==> config.mk <==
export PLATFORM = sky130hd
export DESIGN_NAME = memory_game_round_ctrl
export DESIGN_NICKNAME = d
export VERILOG_FILES = /design/src/rtl/memory_game_round_ctrl.sv
export SDC_FILE = /design/constraint.sdc
export NUM_CORES = 1
export LEC_CHECK = 0
export ABC_AREA = 1
export ABC_CLOCK_PERIOD_IN_PS = 3600
export BUFFER_PORTS_ARGS = -buffer_cell sky130_fd_sc_hd__buf_2
export CAP_MARGIN = 10
export CORE_MARGIN = 2
export CORE_UTILIZATION = 55
export DETAILED_ROUTE_END_ITERATION = 10
export PLACE_DENSITY = 0.78
export SLEW_MARGIN = 15
export SYNTH_ARGS = -nofsm -noshare
export SYNTH_HDL_FRONTEND = slang
export SYNTH_SLANG_ARGS = --single-unit
==> constraint.sdc <==
create_clock -name clk -period 3.6 [get_ports clk]
set_clock_uncertainty 0.05 [all_clocks]
set_input_delay 0.36 -clock clk [delete_from_list [all_inputs] [get_ports clk]]
set_output_delay 0.36 -clock clk [all_outputs]
set_load 0.05 [all_outputs]
==> src/rtl/memory_game_round_ctrl.sv <==
// Memory game round sequencer: LFSR pattern show, timed answer
// window, bit-reversed answer check, score/lives/round tracking.
module memory_game_round_ctrl #(
  parameter int SHOW_CYCLES    = 16,
  parameter int TIMEOUT_CYCLES = 64,
  parameter int LIVES          = 3,
  parameter int MAX_ROUNDS     = 8
) (
  input  logic       clk,
  input  logic       reset,
  input  logic       start,
  input  logic [7:0] seed,
  input  logic [7:0] x,
  input  logic       submit,
  output logic [7:0] display,
  output logic [1:0] result,
  output logic [3:0] score,
  output logic [1:0] lives_left,
  output logic [3:0] round_num,
  output logic       busy,
  output logic       game_over,
  output logic       win
);

  localparam int TMAX =
    (SHOW_CYCLES > TIMEOUT_CYCLES) ?
    SHOW_CYCLES : TIMEOUT_CYCLES;
  localparam int TW =
    (TMAX > 1) ? $clog2(TMAX) : 1;

  localparam logic [TW-1:0] SHOW_LD =
    TW'(SHOW_CYCLES - 1);
  localparam logic [TW-1:0] WAIT_LD =
    TW'(TIMEOUT_CYCLES - 1);
  localparam logic [1:0] LIVES_LD = 2'(LIVES);
  localparam logic [3:0] LAST_RND = 4'(MAX_ROUNDS);

  typedef enum logic [2:0] {
    IDLE,
    GEN,
    SHOW,
    WAIT,
    EVAL,
    DONE
  } state_t;

  state_t        state;
  logic [7:0]    lfsr;
  logic [7:0]    pattern;
  logic [7:0]    ans;
  logic [TW-1:0] timer;
  logic          tflag;

  logic          hit;
  logic [1:0]    lives_dec;

  function automatic logic [7:0] step(
    input logic [7:0] q
  );
    return {q[7] ^ q[0], q[7:1]};
  endfunction

  function automatic logic [7:0] bitrev(
    input logic [7:0] q
  );
    logic [7:0] r;
    for (int i = 0; i < 8; i++) begin
      r[i] = q[7-i];
    end
    return r;
  endfunction

  // Answer is judged against the mirrored pattern
  always_comb begin
    hit       = !tflag && (ans == bitrev(pattern));
    lives_dec = lives_left - 2'd1;
  end

  // Round sequencer with registered outputs
  always_ff @(posedge clk or negedge reset) begin
    if (!reset) begin
      state      <= IDLE;
      lfsr       <= 8'h00;
      pattern    <= 8'h00;
      ans        <= 8'h00;
      timer      <= '0;
      tflag      <= 1'b0;
      display    <= 8'h00;
      result     <= 2'd0;
      score      <= 4'd0;
      lives_left <= 2'd0;
      round_num  <= 4'd0;
      busy       <= 1'b0;
      game_over  <= 1'b0;
      win        <= 1'b0;
    end else begin
      display <= (state == SHOW) ? pattern : 8'h00;
      unique case (state)
        IDLE, DONE: begin
          if (start) begin
            lfsr       <= (seed == 8'h00) ?
                          8'h09 : seed;
            round_num  <= 4'd1;
            score      <= 4'd0;
            lives_left <= LIVES_LD;
            result     <= 2'd0;
            win        <= 1'b0;
            game_over  <= 1'b0;
            busy       <= 1'b1;
            state      <= GEN;
          end
        end
        GEN: begin
          lfsr    <= step(lfsr);
          pattern <= step(lfsr);
          timer   <= SHOW_LD;
          state   <= SHOW;
        end
        SHOW: begin
          if (timer == '0) begin
            timer <= WAIT_LD;
            state <= WAIT;
          end else begin
            timer <= timer - TW'(1);
          end
        end
        WAIT: begin
          if (submit) begin
            ans   <= x;
            tflag <= 1'b0;
            state <= EVAL;
          end else if (timer == '0) begin
            tflag <= 1'b1;
            state <= EVAL;
          end else begin
            timer <= timer - TW'(1);
          end
        end
        EVAL: begin
          if (hit) begin
            result <= 2'd2;
            if (score != 4'hf) begin
              score <= score + 4'd1;
            end
          end else begin
            result     <= 2'd1;
            lives_left <= lives_dec;
          end
          if (!hit && lives_dec == 2'd0) begin
            win       <= 1'b0;
            busy      <= 1'b0;
            game_over <= 1'b1;
            state     <= DONE;
          end else if (round_num == LAST_RND) begin
            win       <= 1'b1;
            busy      <= 1'b0;
            game_over <= 1'b1;
            state     <= DONE;
          end else begin
            round_num <= round_num + 4'd1;
            state     <= GEN;
          end
        end
        default: state <= IDLE;
      endcase
    end
  end

endmodule

==> metrics.txt <==
total clock sinks=57; Post-route DRC=0; CTS clk-pin slew, worst paths=0.06 ns; GR peak layer=met2; first-pass GRT wire length=10100 um; combinational fraction of design power=41.7%; YS warnings=0; worst r2r src=timer[0]; grt total ovfl=0; grt met3 use=6.43%; sequential area share after synthesis=51.7%; CTS tree=done; layout cells sized above 1=23.8%; Resize count post-CTS=0; leading area contributor after synthesis=dfrtp_1; Worst Setup Start Kind=flop; final hold viol count=0; Worst EP arrival=1.99 ns; post-synth cell types=33; switching power=1.25 mW; Routed Wire Length=5750 um; critical path capture point=timer[2]; Post-Syn Area=2760 sq um; Post-Synthesis Cells=318; Setup crit end kind=flop; GRT Total Usage=24.3%; Max Root-Sink Buffers=2; mean post-synth cell area=8.67 sq um; Slew Limit Fails=0; Layout area overhead=17.4%; Synthesized Nets=343; Final ANT Viol Nets=0; Flop pwr share=36.7%; Place WS=1.78 ns; Placed Instance Area=3030 sq um; fmax=0.547 GHz; worst-margin pin slew=0.900 ns; Port Buffers=42; Finished Core Util=67.6%; Sw Share=44.4%; depth of the most critical reg-to-reg path=12; pwr dens=871 nW/um^2; worst setup margin=1.77 ns; initial DRC count=130; Max Cap Viol=0; pin count of the biggest net entering global routing=43; die width=74.8 um; FF-to-FF End=timer[2]; vias post-DR=2296; WHS=0.0852 ns; setup TNS=0 ns; initial antenna violation count=0; nets=394; vias in the first global route=2256; HPWL after DPL=4240 um; Int Pwr=1.57 mW; Design Area, Final=3240 sq um; row cnt=25; starting density of the core=57.6%; fin crit share=50.8%; Non-Filler Instances=441; Clk pwr share=21.7%; max_slew headroom=40.0%; die area=5590 sq um; hold buffers post-CTS=0; Synth Flop Type=dfrtp_1; met1 usage in global routing=33.4%; top cells by count, synth=nand2_1, dfrtp_1, inv_1, nor2_1, o21ai_0; CP Launch Point=timer[0]; post-CTS setup buffer count=0; Yosys top cell area share=51.7%; Clock Tree Root=clkbuf_8; core area=4790 sq um; leading post-synthesis cells by cell area=dfrtp_1, nand2_1, inv_1, nor2_1, o21ai_0; DP Cell Count=425; number of flops mapped to enable cells by yosys=0; VDD IR max=467 uV; TritonCTS buffer count=9; outcome=finished, final reports clean; Req. time, crit path=3.76 ns; Design Power=2.82 mW; H-tree depth=3; Antenna diodes=0; TritonRoute pass-1 iters=4; Die Span Y=74.8 um; Hold WC Path Type=input pin to asynchronous set/reset pin; IO Count=43; Vias/cell=5.21; Clk Latency, worst-skew pair=0.34 ns; cell with the most instances after synthesis=nand2_1; setup slack, reg-to-reg=1.77 ns; M2 GR Usage=37.4%; final setup fails=0; RSZ-0062 raised after global routing=false; Setup CP Type=flop to flop; DR WL/cell=13.0 um; Async S/R FF share, synth=100%; Period minus WS final=1.83 ns; flops & latches, synth=57; LEAKAGE=1.73 nW; routability-driven placement congestion ratio=0.864; CP max FO=6
-- per-layer routing --
metal  vias up  wire [um]
li1       1128          -
met1      1100       2710
met2        62       2680
met3         6        302
met4         0         53
met5         -          0
-- cells by family (layout without fill, tap and decap cells) --
group / Yosys count / after routing / share of synthesized area [%]
and+or+nand+nor: 164 / 164 / 29.0
DFF: 57 / 57 / 51.7
buffers and inverters: 44 / 100 / 6.72
AOI/OAI and AO/OA: 42 / 42 / 8.35
xor gates and xnor gates: 6 / 6 / 1.91
adders and majority gates: 5 / 5 / 2.27
-- layout make-up --
| cell class | instances | area [sq um] |
|---|---|---|
| fill | 408 | 1550 |
| sequential | 57 | 1430 |
| multi-input combinational | 217 | 1140 |
| timing repair buffer | 43 | 218 |
| inverter | 41 | 158 |
| clock buffer | 12 | 155 |
| tap | 67 | 83.8 |
| clock inverter | 4 | 51.3 |
-- flip-flops by register name, indices dropped and copies added (netlist names) --
| name | flops |
|---|---|
| lives_left | 2 |
| busy | 1 |
| lfsr | 8 |
| score | 4 |
| game_over | 1 |
| ans | 8 |
| state | 3 |
| round_num | 4 |
| result | 2 |
| timer | 6 |
| pattern | 8 |
| tflag | 1 |
| display | 8 |
| win | 1 |
-- critical path, cell delays in order (launching register included) --
cell and delay [ns]:
dfrtp_1 0.37, inv_1 0.08, ha_1 0.20, inv_1 0.09, nor2_1 0.07, nand3_1 0.11
inv_1 0.08, nand2_2 0.08, nand2_2 0.06, nor2_4 0.18, inv_4 0.06, o21ai_1 0.16
nand3_1 0.10
-- cells in the final DEF (no fill, tap or decap), types with 7 or more instances in the layout --
master and instances:
o21ai_1 8, inv_2 7, nand3_1 19, o21ai_0 20
buf_2 42, inv_1 32, nand4_1 7, nand2_1 85
dfrtp_1 57, clkbuf_8 11, nor2_1 27
-- power by group through the flow --
stage | Combinational, mW | Sequential, mW | Clock, mW
3_3_place_gp | 1.15 | 1.04 | 0
2_1_floorplan | 0.697 | 1.24 | 0
5_1_grt | 1.33 | 1.06 | 0.654
4_1_cts | 1.18 | 1.03 | 0.622
6_report | 1.17 | 1.03 | 0.611
3_5_place_dp | 1.18 | 1.04 | 0
-- worst min path at each step --
stage	from	endpoint	slack, ns	cells past startpoint
floorplan	reset	ans[0]	0.01	0
global placement	timer[0]	timer[0]	0.41	1
detailed placement	lfsr[4]	lfsr[4]	0.43	2
CTS	reset	lfsr[2]	0.12	1
global route	reset	ans[7]	0.17	1
finish	reset	ans[3]	0.09	1
No activity file was read; power rests on OpenSTA's default activity.
